==> src/rtl/ula_multiciclo.sv <==
// rtl/ula_multiciclo.sv - multi-cycle ALU with valid/ready handshake and registered result/flags
// Define ULA_MULDIV_EN to build the iterative MUL/DIV/MOD datapath and the CALC state.
module ula_multiciclo #(
  parameter int WIDTH = 8
) (
  input  logic             clk,
  input  logic             reset,
  input  logic             in_valid,
  output logic             in_ready,
  input  logic [3:0]       op,
  input  logic [WIDTH-1:0] operand1,
  input  logic [WIDTH-1:0] operand2,
  output logic             out_valid,
  input  logic             out_ready,
  output logic [WIDTH-1:0] result,
  output logic [7:0]       flags,
  output logic             busy
);

  localparam logic [3:0] OP_ADD  = 4'b0001;
  localparam logic [3:0] OP_SUB  = 4'b0010;
  localparam logic [3:0] OP_AND  = 4'b0110;
  localparam logic [3:0] OP_OR   = 4'b0111;
  localparam logic [3:0] OP_XOR  = 4'b1000;
  localparam logic [3:0] OP_NOT  = 4'b1001;
  localparam logic [3:0] OP_NOR  = 4'b1010;
  localparam logic [3:0] OP_NAND = 4'b1011;
  localparam logic [3:0] OP_XNOR = 4'b1100;

`ifdef ULA_MULDIV_EN
  localparam logic [3:0] OP_MUL = 4'b0011;
  localparam logic [3:0] OP_DIV = 4'b0100;
  localparam logic [3:0] OP_MOD = 4'b0101;
  localparam int         CW     = $clog2(WIDTH);

  typedef enum logic [1:0] { IDLE = 2'd0, CALC = 2'd1, DONE = 2'd2 } state_t;
`else
  typedef enum logic [1:0] { IDLE = 2'd0, DONE = 2'd2 } state_t;
`endif

  state_t state;

  // Zero, sign and parity always come from the final result.
  function automatic logic [7:0] make_flags(input logic [WIDTH-1:0] r, input logic carry,
                                            input logic ovf, input logic ill, input logic dz);
    return {dz, ovf, 1'b0, ill, ~^r, r[WIDTH-1], carry, (r == '0)};
  endfunction

  logic [WIDTH:0]   add_full;
  logic [WIDTH:0]   sub_full;
  logic [WIDTH-1:0] imm_res;
  logic             imm_carry;
  logic             imm_ovf;
  logic             imm_ill;
  logic             imm_dz;
`ifdef ULA_MULDIV_EN
  logic             start_iter;
`endif

  assign add_full = {1'b0, operand1} + {1'b0, operand2};
  assign sub_full = {1'b0, operand1} - {1'b0, operand2};

  always_comb begin
    imm_res   = '0;
    imm_carry = 1'b0;
    imm_ovf   = 1'b0;
    imm_ill   = 1'b0;
    imm_dz    = 1'b0;
`ifdef ULA_MULDIV_EN
    start_iter = 1'b0;
`endif
    case (op)
      OP_ADD: begin
        imm_res   = add_full[WIDTH-1:0];
        imm_carry = add_full[WIDTH];
        imm_ovf   = (operand1[WIDTH-1] == operand2[WIDTH-1]) &&
                    (add_full[WIDTH-1] != operand1[WIDTH-1]);
      end
      OP_SUB: begin
        imm_res   = sub_full[WIDTH-1:0];
        imm_carry = sub_full[WIDTH];
        imm_ovf   = (operand1[WIDTH-1] != operand2[WIDTH-1]) &&
                    (sub_full[WIDTH-1] != operand1[WIDTH-1]);
      end
      OP_AND:  imm_res = operand1 & operand2;
      OP_OR:   imm_res = operand1 | operand2;
      OP_XOR:  imm_res = operand1 ^ operand2;
      OP_NOT:  imm_res = ~operand1;
      OP_NOR:  imm_res = ~(operand1 | operand2);
      OP_NAND: imm_res = ~(operand1 & operand2);
      OP_XNOR: imm_res = ~(operand1 ^ operand2);
`ifdef ULA_MULDIV_EN
      OP_MUL:  start_iter = 1'b1;
      OP_DIV: begin
        if (operand2 == '0) imm_dz = 1'b1;
        else                start_iter = 1'b1;
      end
      OP_MOD: begin
        if (operand2 == '0) begin
          imm_res = operand1;
          imm_dz  = 1'b1;
        end else begin
          start_iter = 1'b1;
        end
      end
`endif
      default: imm_ill = 1'b1;
    endcase
  end

`ifdef ULA_MULDIV_EN
  // hi/lo double as product halves for MUL and remainder/quotient for DIV/MOD.
  logic [WIDTH-1:0] hi;
  logic [WIDTH-1:0] lo;
  logic [WIDTH-1:0] opnd2_r;
  logic [3:0]       op_r;
  logic [CW-1:0]    cnt;
  logic [WIDTH:0]   mul_sum;
  logic [WIDTH:0]   shifted;
  logic             div_ge;
  logic [WIDTH-1:0] hi_n;
  logic [WIDTH-1:0] lo_n;
  logic [WIDTH-1:0] iter_res;

  assign mul_sum = {1'b0, hi} + (lo[0] ? {1'b0, opnd2_r} : '0);
  assign shifted = {hi, lo[WIDTH-1]};
  assign div_ge  = shifted >= {1'b0, opnd2_r};

  always_comb begin
    if (op_r == OP_MUL) begin
      hi_n = mul_sum[WIDTH:1];
      lo_n = {mul_sum[0], lo[WIDTH-1:1]};
    end else begin
      // Partial remainder stays below 2*divisor, so the low bits of the difference are exact.
      hi_n = div_ge ? (shifted[WIDTH-1:0] - opnd2_r) : shifted[WIDTH-1:0];
      lo_n = {lo[WIDTH-2:0], div_ge};
    end
  end

  assign iter_res = (op_r == OP_MOD) ? hi_n : lo_n;
  assign busy     = (state == CALC);
`else
  assign busy     = 1'b0;
`endif

  assign in_ready  = (state == IDLE);
  assign out_valid = (state == DONE);

  always_ff @(posedge clk or posedge reset) begin
    if (reset) begin
      state  <= IDLE;
      result <= '0;
      flags  <= '0;
`ifdef ULA_MULDIV_EN
      hi      <= '0;
      lo      <= '0;
      opnd2_r <= '0;
      op_r    <= '0;
      cnt     <= '0;
`endif
    end else begin
      case (state)
        IDLE: begin
          if (in_valid) begin
`ifdef ULA_MULDIV_EN
            if (start_iter) begin
              state   <= CALC;
              hi      <= '0;
              lo      <= operand1;
              opnd2_r <= operand2;
              op_r    <= op;
              cnt     <= CW'(WIDTH - 1);
            end else
`endif
            begin
              state  <= DONE;
              result <= imm_res;
              flags  <= make_flags(imm_res, imm_carry, imm_ovf, imm_ill, imm_dz);
            end
          end
        end
`ifdef ULA_MULDIV_EN
        CALC: begin
          hi <= hi_n;
          lo <= lo_n;
          if (cnt == '0) begin
            state  <= DONE;
            result <= iter_res;
            flags  <= make_flags(iter_res, 1'b0, (op_r == OP_MUL) && (hi_n != '0), 1'b0, 1'b0);
          end else begin
            cnt <= cnt - 1'b1;
          end
        end
`endif
        DONE: begin
          if (out_ready) state <= IDLE;
        end
        default: state <= IDLE;
      endcase
    end
  end

endmodule
==> config.mk <==
export PLATFORM = sky130hd
export DESIGN_NAME = ula_multiciclo
export DESIGN_NICKNAME = d
export VERILOG_FILES = /design/src/rtl/ula_multiciclo.sv
export SDC_FILE = /design/constraint.sdc
export NUM_CORES = 1
export LEC_CHECK = 0
export CORE_UTILIZATION = 60
export CTS_BUF_LIST = sky130_fd_sc_hd__clkbuf_4 sky130_fd_sc_hd__clkbuf_8
export CTS_CLUSTER_DIAMETER = 60
export DETAILED_ROUTE_END_ITERATION = 6
export DONT_BUFFER_PORTS = 1
export GPL_TIMING_DRIVEN = 0
export PLACE_DENSITY_LB_ADDON = 0.25
export SKIP_CTS_REPAIR_TIMING = 1
export SLEW_MARGIN = 20
export SYNTH_ARGS = -nofsm -noshare
export SYNTH_HDL_FRONTEND = slang
export SYNTH_SLANG_ARGS = --single-unit
export TNS_END_PERCENT = 100
==> constraint.sdc <==
create_clock -name clk -period 1.1 [get_ports clk]
set_clock_uncertainty 0.1 [all_clocks]
set_input_delay 0.275 -clock clk [delete_from_list [all_inputs] [get_ports clk]]
set_output_delay 0.275 -clock clk [all_outputs]
set_load 0.01 [all_outputs]
==> results of run 1 <==
## flip-flops by register name, summed over array words and instances (netlist names)
| name | cells |
|---|---|
| result | 7 |
| flags | 6 |
| state | 1 |
## kinds of logic after synthesis
| logic type | count (synthesis) | synth area share (%) |
|---|---|---|
| multiplexers | 2 | 0.9714 |
| buffers and inverters | 43 | 8.686 |
| AND/OR/NAND/NOR | 90 | 20.92 |
| adder cells (fa/ha/maj) | 30 | 17.83 |
| other | 1 | 0.1713 |
| AO/OA/AOI/OAI | 93 | 31.03 |
| XOR/XNOR | 11 | 4.400 |
| flip-flops | 14 | 16.00 |
## final cells by class
| type | count | area share (%) |
|---|---|---|
| multi-input cells | 229 | 70.06 |
| flip-flops and latches | 14 | 12.54 |
| plain buffers | 17 | 5.383 |
| repair buffers | 15 | 4.448 |
| inverters | 25 | 4.226 |
| well taps | 46 | 2.046 |
| clock buffers | 4 | 1.290 |
## per-layer routing
metal	vias up	share of wire (%)	track usage, %
met5	-	0	0
met4	0	4.0	11.34
met3	36	9.5	4.562
met2	179	48	52.04
met1	1148	39	41.81
li1	1073	-	-
## metrics by stage
| step | std cells | instance area [sq um] | total power [mW] | util [%] |
|---|---|---|---|---|
| after floorplan | 286 | 2352 | 1.598 | - |
| final | 350 | 2813 | 2.501 | 82.34 |
| after CTS | 336 | 2446 | 2.185 | 71.61 |
| after global placement | 332 | 2410 | 1.779 | 70.55 |
| after detailed placement | 332 | 2410 | 1.814 | 70.55 |
| after global routing | 350 | 2813 | 2.651 | 82.34 |
## power breakdown
part           internal [mW]  switching [mW]  leakage, nW
clock network          0.201           0.164       0.0210
logic                  0.630           0.747        0.972
registers              0.622           0.136        0.178
total                   1.45            1.05         1.17
## synth_stat cells, drive strengths merged (2+ instances only)
cell type / count
a211oi: 4
a21o: 2
a21oi: 13
a221o: 4
a221oi: 2
a22o: 2
a311oi: 2
a31oi: 3
buf: 15
clkbuf: 3
dfrtp: 14
fa: 2
ha: 28
inv: 25
nand2: 22
nand2b: 12
nand3: 7
nand3b: 4
nor2: 24
nor2b: 8
nor3b: 4
o211ai: 2
o21a: 2
o21ai: 23
o221ai: 6
o22ai: 6
o311ai: 4
o31ai: 2
o32a: 2
o32ai: 3
or3b: 2
xnor2: 7
xor2: 4
## worst max-delay path by stage
stage / cells past startpoint / endpoint / start / slack, ns
final: 11 / flags[3]$_DFFE_PP0P_ / operand2[1] / -1.43
after detailed placement: 11 / flags[3]$_DFFE_PP0P_ / operand2[1] / -1.85
after CTS: 11 / flags[3]$_DFFE_PP0P_ / operand2[1] / -1.56
after global routing: 12 / flags[3]$_DFFE_PP0P_ / operand2[1] / -1.53
after global placement: 11 / flags[3]$_DFFE_PP0P_ / operand2[4] / -1.78
after floorplan: 11 / flags[3]$_DFFE_PP0P_ / operand2[1] / -1.44
## critical path, cell delays in order
cell	delay (ns)
clkinvlp_4	0.09
ha_4	0.32
nor2_4	0.05
o311a_4	0.40
o41a_1	0.42
o211ai_1	0.24
a21boi_2	0.10
ha_1	0.31
xor2_1	0.17
xnor2_1	0.13
o21ai_1	0.08
==> flow_summary_export.csv, run 1 <==
group,metric,value,unit
run_status,outcome,"complete, but fails checks",
run_status,failed_checks,"setup timing",
setup_path,cp-start-kind,"primary input",
sta,finalCriticalPeriod,2.531,ns
pwr,p_leak,1.171,nW
sta,tns,-10.01,ns
min_path,min_delay_path_depth,2,
detailed_routing,first_pass_iters,6,
setup_path,r2r_slack,-0.13,ns
logic_synthesis,synth_area_leader_cell,"dfrtp_1",
global_route,track_usage,31.56,%
detailed_routing,drc,0,
floorplanning,die_y,62.41,um
place,hpwl,4579,um
clock_network,cts_tree,"yes",
setup_path,endpoint_kind,"register",
cells_and_area,seqCellArea,352.8,sq um
detailed_routing,ant_nets,0,
clock_network,cts_buffers,3,
sta,drv_slew,0,
flow_run,maxCapViolations,0,
logic_synthesis,ys_ff_latch,14,
detailed_routing,drt_iter0_markers,261,
global_route,grt_max_degree,15,
cells_and_area,layout_commonest_cell,"ha_1",
clock_network,htree_levels,1,
pwr,p_per_area,889.3,nW/um^2
place,portBuffers,0,
floorplanning,initial_core_util,64.10,%
floorplanning,die_width,62.41,um
setup_path,path_class,"primary input to register",
logic_synthesis,yosys_warnings,0,
detailed_routing,vias,2436,
cells_and_area,drive_above_1_share,29.28,%
sta,maxSlewHeadroom,62.44,%
sta,worst_pin_slew,0.5622,ns
setup_path,rr_endpoint,"result[6]$_DFFE_PP0P_",
clock_network,cts-root-buf,"clkbuf_4",
cells_and_area,fill_cells,216,
floorplanning,core_area,3416,sq um
floorplanning,pin_count,43,
cells_and_area,area_growth,28.46,%
cells_and_area,layout_common_cells,"ha_1 (23), nor2_1 (22), nand2_1 (19), inv_1 (19), buf_4 (16)",
global_route,antenna_found_initial,0,
detailed_routing,drt-total-wl,6700,um
setup_path,rr_startpoint,"state[1]$_DFFE_PP0P_",
logic_synthesis,synthArstFlopShare,100.0,%
min_path,hp-start,"in_valid",
pwr,irDropWorstVdd,0.0006559,V
logic_synthesis,synth_edf_count,0,
clock_network,clockBufferDepth,2,
sta,hold_viol,0,
detailed_routing,routedWlPerCell,19.14,um
logic_synthesis,ys_seq_area_share,16.00,%
setup_path,worstPathRequired,1.17,ns
logic_synthesis,synth_top_area_share,16.00,%
cells_and_area,antennaDiodeCount,0,
logic_synthesis,postSynthAreaPerCell,7.710,sq um
sta,grt_setup_unrepaired,"true",
clock_network,clk_pin_slew,0.08,ns
min_path,hold_class,"primary input to register",
setup_path,cp_max_fo,3,
clock_network,insertion_delay,0.28,ns
global_route,grt_pass1_wl,9867,um
logic_synthesis,syn_inst,284,
sta,holdWs,0.06395,ns
floorplanning,dieArea,3895,sq um
setup_path,rr_worst_depth,3,
global_route,grt_pass1_vias,2100,
setup_path,crit_arrival,2.60,ns
min_path,hold_path_end,"flags[3]$_DFFE_PP0P_",
logic_synthesis,synthFlopType,"dfrtp_1",
logic_synthesis,syn_area,2190,sq um
cells_and_area,multiInputGateArea,1971,sq um
sta,postLayoutSetupSlackWorst,-1.431,ns
global_route,overflow,0,
sta,clock.fmax,0.3951,GHz
logic_synthesis,ys_types,63,
place,gp_congestion,0.9643,
logic_synthesis,synthTopCellsByArea,"dfrtp_1 (16%), ha_1 (16%), o21ai_0 (4.6%)",
clock_network,clock-sinks,14,
sta,fin_crit_sh,230.1,%
cells_and_area,nets,359,
detailed_routing,viasPerCell,6.960,
sta,setup_viol,17,
floorplanning,row_count,21,
place,dpl_worst_slack,-1.852,ns
No activity file was read; power rests on OpenSTA's default activity.
==> run 2: changes to the inputs <==
--- a/config.mk
+++ b/config.mk
@@ -5,6 +5,8 @@
 export SDC_FILE = /design/constraint.sdc
 export NUM_CORES = 1
 export LEC_CHECK = 0
+export CORE_ASPECT_RATIO = 1.5
+export CORE_MARGIN = 2
 export CORE_UTILIZATION = 60
 export CTS_BUF_LIST = sky130_fd_sc_hd__clkbuf_4 sky130_fd_sc_hd__clkbuf_8
 export CTS_CLUSTER_DIAMETER = 60
==> run 2 against run 1 <==
The run still ends with setup timing left. Power increased by 1.1%. Clock power grew 21%. Count of clock-buffer cells in the layout down 1. Worst hold slack got worse by 0.038 ns. Routed wire length is 0.82% higher. Sequential share of layout area is 0.29 points higher. Critical path depth is the same. Combinational power shrank 4%. First-iteration DRC count decreased by 51%. Die area up 6.8%. Largest power group unchanged.
==> flow_summary_export.csv, run 2 (same netlist as run 1, synthesis figures left out) <==
group,metric,value,unit
run_status,outcome,"complete, but fails checks",
run_status,failed_checks,"setup timing",
setup_path,critical-path-top-delay-family,"compound AO/OA/AOI/OAI gates",
setup_path,rr_endpoint,"flags[2]$_DFFE_PP0P_",
sta,drv_slew,0,
detailed_routing,drt_iter0_markers,127,
cells_and_area,fin_area,2750,sq um
setup_path,r2r_slack,-0.16,ns
global_route,grt_pass1_vias,2198,
place,place_area,2405,sq um
cells_and_area,layout_common_cells,"ha_1 (23), nor2_1 (22), nand2_1 (20), inv_1 (20), buf_4 (15)",
pwr,intPower,1.468,mW
global_route,antenna_found_initial,0,
sta,fin_crit_sh,231.4,%
cells_and_area,multiInputGateArea,1938,sq um
floorplanning,dieArea,4159,sq um
pwr,p_clk_share,17.5,%
clock_network,cts_tree,"yes",
cells_and_area,drive_above_1_share,27.91,%
floorplanning,initial_core_util,63.50,%
floorplanning,core_area,3448,sq um
cells_and_area,area_growth,25.60,%
floorplanning,pin_count,43,
setup_path,cp_max_fo,3,
setup_path,slowest_delay,0.43,ns
sta,hold_viol,0,
detailed_routing,routedWlPerCell,19.69,um
pwr,p_leak,1.153,nW
clock_network,htree_levels,1,
detailed_routing,first_pass_iters,5,
cells_and_area,nets,357,
setup_path,path_cells,"clkinvlp_4, ha_4, nor2_4, o311a_4, o41a_1, o211ai_1, a21boi_2, ha_1, xor2_1, xnor2_1, o21ai_1",
sta,postLayoutSetupSlackWorst,-1.446,ns
cells_and_area,antennaDiodeCount,0,
sta,grt_setup_unrepaired,"true",
floorplanning,die_width,53.33,um
pwr,switchingPower,1.060,mW
pwr,p_per_area,919.5,nW/um^2
min_path,hp-start,"out_ready",
sta,finalCriticalPeriod,2.546,ns
cells_and_area,fill_cells,241,
pwr,combPwrFrac,52.5,%
global_route,overflow,0,
cells_and_area,largest_reg_flops,7,
setup_path,rr_worst_depth,3,
clock_network,clk_pin_slew,0.06,ns
cells_and_area,layout_commonest_cell,"ha_1",
floorplanning,die_y,77.99,um
setup_path,critPathBufInv,1,
detailed_routing,viasPerCell,6.933,
sta,maxSlewHeadroom,65.44,%
place,portBuffers,0,
cells_and_area,reg_top3,"result: 7 flops, flags: 6 flops, state: 1 flops",
pwr,irDropWorstVdd,0.0007515,V
detailed_routing,vias,2378,
sta,setup_viol,15,
setup_path,rr_startpoint,"state[1]$_DFFE_PP0P_",
clock_network,clock-sinks,14,
clock_network,cts_buffers,3,
clock_network,clockBufferDepth,2,
setup_path,cp-start-kind,"primary input",
detailed_routing,drt-total-wl,6755,um
flow_run,maxCapViolations,0,
clock_network,cts-root-buf,"clkbuf_8",
cells_and_area,seqCellArea,352.8,sq um
min_path,min_delay_path_depth,1,
sta,worst_pin_slew,0.5179,ns
place,gp_congestion,0.9538,
min_path,hold_class,"primary input to register",
global_route,grt_pass1_wl,9970,um
sta,clock.fmax,0.3928,GHz
detailed_routing,drc,0,
clock_network,insertion_delay,0.25,ns
pwr,seq_power_share,30.0,%
pwr,fin_total_pwr,2.529,mW
setup_path,worstPathRequired,1.14,ns
pwr,swShare,41.93,%
place,hpwl,4783,um
detailed_routing,ant_nets,0,
global_route,track_usage,31.39,%
floorplanning,row_count,26,
cells_and_area,top_register,"result",
setup_path,slowest_stage,"o41a_1",
min_path,hold_path_end,"state[1]$_DFFE_PP0P_",
setup_path,crit_arrival,2.59,ns
setup_path,endpoint_kind,"register",
global_route,grt_max_degree,15,
setup_path,path_class,"primary input to register",
-- run 2: cell types whose count changed in the layout (fill, tap and decap cells not counted), moves of 2 or more --
cell / before / now
o311ai_1: 1 / 3
a21oi_1: 10 / 7
o21ai_1: 8 / 11
a21oi_2: 2 / 5
clkbuf_8: 2 / 4
-- run 2: how the worst max path moves through the flow --
stage	startpoint	end	slack [ns]	depth (start not counted)
2_1_floorplan	operand2[1]	flags[3]$_DFFE_PP0P_	-1.44	11
3_3_place_gp	operand2[1]	flags[3]$_DFFE_PP0P_	-1.83	11
3_5_place_dp	operand2[1]	flags[3]$_DFFE_PP0P_	-1.89	11
4_1_cts	operand2[1]	flags[3]$_DFFE_PP0P_	-1.64	11
5_1_grt	operand2[1]	flags[3]$_DFFE_PP0P_	-1.57	12
6_report	operand2[1]	flags[3]$_DFFE_PP0P_	-1.45	11
-- run 2: metrics by stage --
stage / worst slack (ns) / TNS [ns] / std cells / util (%) / hold slack, ns
after floorplan: -1.443 / -9.998 / 286 / - / 0.06422
after global routing: -1.574 / -11.18 / 343 / 79.75 / 0.02322
after global placement: -1.831 / -13.94 / 328 / 69.74 / 0.1023
final: -1.446 / -10.09 / 343 / 79.75 / 0.02599
after detailed placement: -1.889 / -14.31 / 328 / 69.74 / 0.1116
after CTS: -1.636 / -11.71 / 331 / 70.94 / -0.1474
-- run 2: layout make-up --
| cell class | count | area share, % |
|---|---|---|
| Timing Repair Buffer | 13 | 3.776 |
| Multi-Input combinational cell | 229 | 70.47 |
| Tap cell | 42 | 1.911 |
| Buffer | 17 | 5.323 |
| Clock buffer | 3 | 1.501 |
| Inverter | 25 | 4.186 |
| Sequential cell | 14 | 12.83 |
-- run 2: worst register-to-register path, cell delays in order, from the launching register on --
cell and delay, ns:
dfrtp_2 0.46, nor2b_4 0.19, o311ai_4 0.18, o21ai_2 0.24
-- run 2: power groups by stage --
stage | clock network (mW) | registers (mW) | logic (mW)
after detailed placement | 0 | 0.755 | 1.06
after global routing | 0.492 | 0.781 | 1.45
final | 0.442 | 0.759 | 1.33
after floorplan | 0 | 0.736 | 0.863
after global placement | 0 | 0.745 | 1.03
after CTS | 0.421 | 0.751 | 1.07
-- run 2: per-layer routing --
layer	global-route usage, %	wire (um)	up-vias
li1	-	-	1073
met1	35.09	2349	1116
met2	55.31	3498	152
met4	15.64	353	0
met5	0	0	-
met3	3.846	554	37
